File: src/rtl/vdp_pkg.sv
`timescale 1ns/1ps
`default_nettype none
// ============================================================================
// Module   : vdp_pkg
// Purpose  : Shared definitions for the VDP register-write path: register
//            address/data widths, register index constants and the grant
//            state encoding used by vdp_reg_arbiter.
// Contents : c_addr_w / c_data_w  - register address / data widths
//            c_reg_*              - VDP register indices
//            arb_state_t          - grant FSM state encoding
// Revision : 1.0 - initial release
// ============================================================================
package vdp_pkg;

    localparam int c_addr_w = 6;
    localparam int c_data_w = 16;

    // VDP register indices
    localparam logic [c_addr_w-1:0] c_reg_mode       = 6'h00;
    localparam logic [c_addr_w-1:0] c_reg_irq_ctrl   = 6'h01;
    localparam logic [c_addr_w-1:0] c_reg_bg_color   = 6'h02;
    localparam logic [c_addr_w-1:0] c_reg_scroll_x   = 6'h04;
    localparam logic [c_addr_w-1:0] c_reg_scroll_y   = 6'h05;
    localparam logic [c_addr_w-1:0] c_reg_palette    = 6'h10;
    localparam logic [c_addr_w-1:0] c_reg_sprite_ptr = 6'h20;
    localparam logic [c_addr_w-1:0] c_reg_copper_ctl = 6'h3F;

    // Grant FSM: IDLE = nothing presented, PRESENT = write valid, awaiting accept
    typedef enum logic [0:0] {
        ARB_IDLE    = 1'b0,
        ARB_PRESENT = 1'b1
    } arb_state_t;

endpackage
`default_nettype wire

File: src/rtl/vdp_reg_write_slot.sv
`timescale 1ns/1ps
`default_nettype none
// ============================================================================
// Module   : vdp_reg_write_slot
// Purpose  : One-entry skid buffer holding a single pending register write
//            from one source. Ready stays high while the entry is being
//            granted so a source can stream back-to-back without bubbles.
// Ports    : clk, reset                 - clock, async active-high reset
//            i_write_en/address/data    - source request
//            o_write_ready              - slot can take a write this cycle
//            o_valid/o_address/o_data   - held entry toward the arbiter
//            i_grant                    - arbiter consumes the entry this cycle
// Revision : 1.0 - initial release
// ============================================================================
module vdp_reg_write_slot
    import vdp_pkg::*;
(
    input  logic                clk,
    input  logic                reset,
    input  logic                i_write_en,
    input  logic [c_addr_w-1:0] i_write_address,
    input  logic [c_data_w-1:0] i_write_data,
    output logic                o_write_ready,
    output logic                o_valid,
    output logic [c_addr_w-1:0] o_address,
    output logic [c_data_w-1:0] o_data,
    input  logic                i_grant
);

    logic                r_valid;
    logic [c_addr_w-1:0] r_address;
    logic [c_data_w-1:0] r_data;
    logic                w_capture;

    // Arbiter only grants a valid entry, so a grant always frees the slot.
    assign o_write_ready = !r_valid || i_grant;
    assign w_capture     = i_write_en && o_write_ready;

    always_ff @(posedge clk or posedge reset) begin
        if (reset) begin
            r_valid   <= 1'b0;
            r_address <= '0;
            r_data    <= '0;
        end else begin
            if (w_capture) begin
                // Capture wins over grant: the old entry leaves, the new one lands.
                r_valid   <= 1'b1;
                r_address <= i_write_address;
                r_data    <= i_write_data;
            end else if (i_grant) begin
                r_valid   <= 1'b0;
            end
        end
    end

    assign o_valid   = r_valid;
    assign o_address = r_address;
    assign o_data    = r_data;

endmodule
`default_nettype wire

File: src/rtl/vdp_reg_arbiter.sv
`timescale 1ns/1ps
`default_nettype none
// ============================================================================
// Module   : vdp_reg_arbiter
// Purpose  : Merges host and copper register writes into a single registered
//            write port toward the VDP register file. Copper has priority,
//            but after HOST_STARVE_LIMIT consecutive copper grants with a host
//            write waiting, the host is granted once.
// Ports    : clk, reset                         - clock, async active-high reset
//            host_write_en/address/data/ready   - host request + backpressure
//            copper_write_en/address/data/ready - copper request + backpressure
//            reg_write_en/address/data          - registered output write
//            reg_write_accept                   - register file consumes output
//            grant_is_host                      - presented write came from host
// Revision : 1.0 - initial release
// ============================================================================
module vdp_reg_arbiter
    import vdp_pkg::*;
#(
    parameter int HOST_STARVE_LIMIT = 4
) (
    input  logic                clk,
    input  logic                reset,
    input  logic                host_write_en,
    input  logic [c_addr_w-1:0] host_write_address,
    input  logic [c_data_w-1:0] host_write_data,
    output logic                host_write_ready,
    input  logic                copper_write_en,
    input  logic [c_addr_w-1:0] copper_write_address,
    input  logic [c_data_w-1:0] copper_write_data,
    output logic                copper_write_ready,
    output logic                reg_write_en,
    output logic [c_addr_w-1:0] reg_write_address,
    output logic [c_data_w-1:0] reg_write_data,
    input  logic                reg_write_accept,
    output logic                grant_is_host
);

    // The streak counter is 3 bits wide; clamp the limit into that range.
    localparam int         c_limit_sat    = (HOST_STARVE_LIMIT > 7) ? 7 :
                                            ((HOST_STARVE_LIMIT < 0) ? 0 : HOST_STARVE_LIMIT);
    localparam logic [2:0] c_streak_limit = 3'(c_limit_sat);

    arb_state_t          r_state;
    logic [c_addr_w-1:0] r_address;
    logic [c_data_w-1:0] r_data;
    logic                r_is_host;
    logic [2:0]          r_copper_streak;

    logic                w_host_valid;
    logic [c_addr_w-1:0] w_host_address;
    logic [c_data_w-1:0] w_host_data;
    logic                w_copper_valid;
    logic [c_addr_w-1:0] w_copper_address;
    logic [c_data_w-1:0] w_copper_data;

    logic                w_load;
    logic                w_pick_host;
    logic                w_grant_host;
    logic                w_grant_copper;
    logic                w_grant_any;
    logic [c_addr_w-1:0] w_sel_address;
    logic [c_data_w-1:0] w_sel_data;

    vdp_reg_write_slot u_host_slot (
        .clk             (clk),
        .reset           (reset),
        .i_write_en      (host_write_en),
        .i_write_address (host_write_address),
        .i_write_data    (host_write_data),
        .o_write_ready   (host_write_ready),
        .o_valid         (w_host_valid),
        .o_address       (w_host_address),
        .o_data          (w_host_data),
        .i_grant         (w_grant_host)
    );

    vdp_reg_write_slot u_copper_slot (
        .clk             (clk),
        .reset           (reset),
        .i_write_en      (copper_write_en),
        .i_write_address (copper_write_address),
        .i_write_data    (copper_write_data),
        .o_write_ready   (copper_write_ready),
        .o_valid         (w_copper_valid),
        .o_address       (w_copper_address),
        .o_data          (w_copper_data),
        .i_grant         (w_grant_copper)
    );

    // Output register can take a new write when empty or when the current
    // one is being consumed; otherwise grants stall and slots backpressure.
    assign w_load         = (r_state == ARB_IDLE) || reg_write_accept;

    // Host goes first only when copper is absent or copper has used up its streak.
    assign w_pick_host    = w_host_valid &&
                            (!w_copper_valid || (r_copper_streak == c_streak_limit));
    assign w_grant_host   = w_load && w_pick_host;
    assign w_grant_copper = w_load && w_copper_valid && !w_pick_host;
    assign w_grant_any    = w_grant_host || w_grant_copper;

    assign w_sel_address  = w_pick_host ? w_host_address : w_copper_address;
    assign w_sel_data     = w_pick_host ? w_host_data    : w_copper_data;

    always_ff @(posedge clk or posedge reset) begin
        if (reset) begin
            r_state         <= ARB_IDLE;
            r_address       <= '0;
            r_data          <= '0;
            r_is_host       <= 1'b0;
            r_copper_streak <= '0;
        end else begin
            // Streak only measures copper grants that overtook a waiting host.
            if (!w_host_valid || w_grant_host) begin
                r_copper_streak <= '0;
            end else if (w_grant_copper && (r_copper_streak != c_streak_limit)) begin
                r_copper_streak <= r_copper_streak + 3'd1;
            end

            case (r_state)
                ARB_IDLE: begin
                    if (w_grant_any) begin
                        r_state   <= ARB_PRESENT;
                        r_address <= w_sel_address;
                        r_data    <= w_sel_data;
                        r_is_host <= w_grant_host;
                    end
                end
                ARB_PRESENT: begin
                    if (reg_write_accept) begin
                        if (w_grant_any) begin
                            r_address <= w_sel_address;
                            r_data    <= w_sel_data;
                            r_is_host <= w_grant_host;
                        end else begin
                            r_state   <= ARB_IDLE;
                        end
                    end
                end
                default: begin
                    r_state <= ARB_IDLE;
                end
            endcase
        end
    end

    assign reg_write_en      = (r_state == ARB_PRESENT);
    assign reg_write_address = r_address;
    assign reg_write_data    = r_data;
    assign grant_is_host     = r_is_host;

endmodule
`default_nettype wire
File: config.mk
export PLATFORM = sky130hd
export DESIGN_NAME = vdp_reg_arbiter
export DESIGN_NICKNAME = d
export VERILOG_FILES = /design/src/rtl/vdp_pkg.sv /design/src/rtl/vdp_reg_write_slot.sv /design/src/rtl/vdp_reg_arbiter.sv
export SDC_FILE = /design/constraint.sdc
export NUM_CORES = 1
export LEC_CHECK = 0
export CORE_MARGIN = 2
export CORE_UTILIZATION = 35
export DETAILED_ROUTE_END_ITERATION = 8
export PLACE_DENSITY = 0.7
export SLEW_MARGIN = 0
export SYNTH_ARGS = -nofsm -noshare
export SYNTH_HDL_FRONTEND = slang
export SYNTH_SLANG_ARGS = --single-unit
File: constraint.sdc
create_clock -name clk -period 4 [get_ports clk]
set_input_delay 1.2 -clock clk [delete_from_list [all_inputs] [get_ports clk]]
set_output_delay 1.2 -clock clk [all_outputs]
set_load 0.01 [all_outputs]
# Yosys cells after proc, flatten, opt, wreduce, memory -nomap -nowiden
# Cells that the tools add are included.
[totals] register_bits=73 inputBits=49 out_inout_bits=26
[op_classes] n_addsub=1 eq_ne=3 muxes=20 n_bitwise=1 n_reduce_logical=18
[op_table] op="16-bit 2-to-1 mux" count=3
[op_table] op="16-bit one-hot mux with 2 select lines" count=1
[op_table] op="6-bit 2-to-1 mux" count=3
[op_table] op="6-bit one-hot mux with 2 select lines" count=1
[op_table] op="1-bit 2-to-1 mux" count=8
[op_table] op="1-bit logical AND" count=7
[op_table] op="3-bit 2-to-1 mux" count=2
[op_table] op="2-bit nonzero test" count=3
[op_table] op="1-bit logical OR" count=5
[op_table] op="1-bit one-hot mux with 2 select lines" count=2
[op_table] op="3-bit by 1-bit adder with 3-bit output, second input constant" count=1
[op_table] op="3-bit equality test, second input constant" count=1
[op_table] op="1-bit logical NOT" count=3
[op_table] op="3-bit != test, second input constant" count=1
[op_table] op="2-bit != test, second input constant" count=1
[op_table] op="1-bit inverter" count=1

# Logic depth before layout (Yosys ltp)
[depth] depth_word=9 mapped_depth=8 ltp_nobuf=6

# By module
# From an unflattened synthesis, not the netlist that was laid out.
[hier_totals] cells_unflattened=261 area_unflattened_um2=3423.3
[by_module_without_submodules] mod="vdp_reg_write_slot" n_inst=2 cells_each=51 area_per_inst_um2=974.7 seq_area_each_um2=575.6
[by_module_without_submodules] mod="vdp_reg_arbiter" n_inst=1 cells_each=159 area_per_inst_um2=1473.9 seq_area_each_um2=675.6

# Worst setup path before layout
# No wires, ideal clock.
[synth_path] path_kind="input to output" startpoint="input reg_write_accept" endpoint="output copper_write_ready" arrival_ps=1577 t_required_ps=2800 setup_slack_ps=1223 path_stages=3 n_path_buf=1 cell_sequence="nor2b_1 > buf_6 > o21ai_2"
[synth_between] elab_chain_len=4
[synth_rtl] element="start: declaration" line_no="vdp_reg_arbiter.sv:35" text="input logic reg_write_accept,"
[synth_rtl] element="1-bit logical OR" line_no="vdp_reg_arbiter.sv:93" text="assign w_load = (r_state == ARB_IDLE) || reg_write_accept;"
[synth_rtl] element="1-bit logical AND (2 in series)" line_no="vdp_reg_arbiter.sv:99" text="assign w_grant_copper = w_load && w_copper_valid && !w_pick_host;"
[synth_rtl] element="1-bit logical OR" line_no="vdp_reg_write_slot.sv:36" text="assign o_write_ready = !r_valid || i_grant;"
[synth_rtl] element="end: declaration" line_no="vdp_reg_arbiter.sv:31" text="output logic copper_write_ready,"
# Every way passes these cells.

# Worst setup path in the final report
# Same ends and word-level chain as after synthesis.

==> results.cfg <==
[synthesis]
synth_nets = 277
netlist_top_cells_area = dfrtp_1 57%, mux2_4 19%, mux2i_1 6.9%
synth_cell_types = 23
yosys_register_bits = 73
synth.avg_cell_area_um2 = 14.2
yosysTopAreaCell = dfrtp_1
netlist_instances = 226
syn_area_mm2 = 0.00321
synth_top_area_share_pct = 56.9
synth-seq-area-share_pct = 56.9
yosysWarnings = 0

[final_layout]
diodes = 0
drive_above_1_share_pct = 23.4
nNetsFinal = 354
area_growth_pct = 34.9

[floorplanning]
num_rows = 34
fp.dieH_um = 99.7
coreArea_mm2 = 0.00881
io_pins = 75
start_util_pct = 36.4
die_x_um = 99.7
die_area_mm2 = 0.00995

[global_route]
first_global_vias = 2035
grt_pass1_wl_um = 10600
grt_max_degree = 45
antenna_found_initial = 0
grt-ovfl-total = 0
grt_usage_pct = 14.1

[sta]
maxSlewViolCount = 0
fmax_mhz = 263
worst_pin_slew_ns = 1.13
hold_viol_final = 0
setup_violations = 0
setup-tns-final_ns = 0
fin_skew_ns = 0.00732
finalCriticalPeriod_ns = 3.81
rsz0062_at_grt = false
slew_headroom_pct = 24.1
worst_slack_ns = 0.193
min_period_over_period_pct = 95.2

[setup_path]
crit_path_start_kind = primary input
path_buf_inv = 2
cp.required_ns = 2.80
critical-path-top-delay-family = buffers and inverters
arrival_ns = 2.61
end_kind = primary output
cp_slowest_stage_delay_ns = 0.50
crit_chain = clkdlybuf4s50_1, nor2b_1, o21ai_2, clkdlybuf4s50_1
crit_path_top_delay_cell = clkdlybuf4s50_1
r2r_slack_ns = 1.84
crit_fanout = 4
timing_worst_setup_path_type = in -> out
cp_common_cell = clkdlybuf4s50_1

[clocking]
cts_tree = done
htree_levels = 3
postCtsSetupBuffers = 0
clk_latency_ns = 0.34
cts-root-buf = clkbuf_8
cts_resized = 0
cts.clk_slew.worst_paths_ns = 0.07
clock_sinks = 73
cts_buffers = 9
cts_hold_buf = 0
cts_buffer_depth = 2

[detailed_routing]
vias_per_cell = 4.71
drt_iter0_markers = 41
wl_per_cell_um = 15.7
drt-total-wl_um = 6520
vias = 1960
drc_errors = 0
ant_nets = 0
dr.pass1.iters = 4

[pwr]
power_leakage_nw = 2.03
powerDensity_mw_per_mm2 = 563
vdd_ir_drop_max_uv = 230

[placed_design]
place_ws_ns = 0.182
gp_congestion = 0.725
dpl.hpwl_um = 4310
port_buffers = 74

[status]
outcome = finished clean

[min_path]
hold_path.class = reg -> reg

[job]
maxCapViolations = 0
tightest hold or removal path: stages, from the launching register on:
cell	delay [ns]
dfrtp_1	0.34
nand2_1	0.05
o21ai_1	0.06
synth_stat cells (all sizes together):
| cell | number |
|---|---|
| nand2 | 28 |
| inv | 3 |
| nor2b | 1 |
| nand2b | 4 |
| ha | 2 |
| buf | 8 |
| or3 | 1 |
| o21ai | 26 |
| o2bb2ai | 1 |
| mux2i | 22 |
| and3 | 1 |
| a21boi | 4 |
| clkbuf | 4 |
| nor3b | 2 |
| mux2 | 44 |
| dfrtp | 73 |
| nand3 | 2 |
layout make-up:
type	count	area (µm²)
multi-input combinational	138	1270
sequential	73	1830
fill	770	4480
inverter	3	11.3
timing repair buffer	78	808
clock buffer	11	151
clock inverter	5	125
tap	108	135
registers in the layout, summed over array words and instances (netlist names), 3 cells and up:
name,cells
r_copper_streak,3
u_host_slot.o_address,6
reg_write_address,6
u_copper_slot.o_address,6
u_copper_slot.o_data,16
u_host_slot.o_data,16
reg_write_data,16
power breakdown:
part,internal (mW),switching [mW]
registers,0.924,0.110
clock network,0.511,0.272
logic,0.394,0.228
total,1.83,0.610
per-layer routing:
metal | GRT usage, % | part of all wire [%] | vias to the layer above
met5 | 0 | 0 | -
met1 | 19.0 | 49 | 956
met3 | 4.29 | 5.4 | 10
met4 | 5.37 | 1.4 | 0
li1 | - | - | 935
met2 | 21.4 | 45 | 59
path summary, 6_finish.rpt:
path,endpoint,depth (start not counted),startpoint
max in group asynchronous,u_host_slot.o_data[5]$_DFFE_PP0P_,3,reset
worst max register to register,reg_write_data[10]$_DFFE_PP0P_,6,r_copper_streak[0]$_DFFE_PP0P_
min in group asynchronous,reg_write_address[2]$_DFFE_PP0P_,2,reset
worst min register to register,reg_write_data[1]$_DFFE_PP0P_,2,reg_write_data[1]$_DFFE_PP0P_
worst max-delay path,copper_write_ready,4,reg_write_accept
worst min-delay path,reg_write_data[1]$_DFFE_PP0P_,2,reg_write_data[1]$_DFFE_PP0P_
layout by cell type, fill, tap and decap left out, types with 3 or more instances in the layout:
master	count
a21boi_0	3
buf_12	3
bufinv_16	4
clkbuf_8	11
clkdlybuf4s50_1	74
dfrtp_1	73
mux2_2	4
mux2_4	40
mux2i_1	22
nand2_1	26
nand2b_1	3
o21ai_0	4
o21ai_1	19
metrics by stage:
stage / std cells / power, mW / cell area (µm²) / util, % / hold WS (ns)
final: 416 / 2.44 / 4330 / 49.2 / 0.483
after global routing: 416 / 2.57 / 4330 / 49.2 / 0.509
after CTS: 416 / 2.47 / 4330 / 49.2 / 0.491
after detailed placement: 400 / 1.68 / 4050 / 46.0 / 0.474
after global placement: 400 / 1.66 / 4050 / 46.0 / 0.465
after floorplan: 226 / 1.42 / 3210 / - / 0.479
cell families (layout without fill, tap and decap cells):
logic type	Yosys count	after routing	share of synthesized area, %
flip-flops	73	73	56.9
multiplexers	66	66	27.0
AND/OR/NAND/NOR	39	39	5.58
AO/OA/AOI/OAI	31	31	5.85
buffers and inverters	15	97	3.86
adder cells (fa/ha/maj)	2	2	0.780
Power figures use the tool's default switching activity.
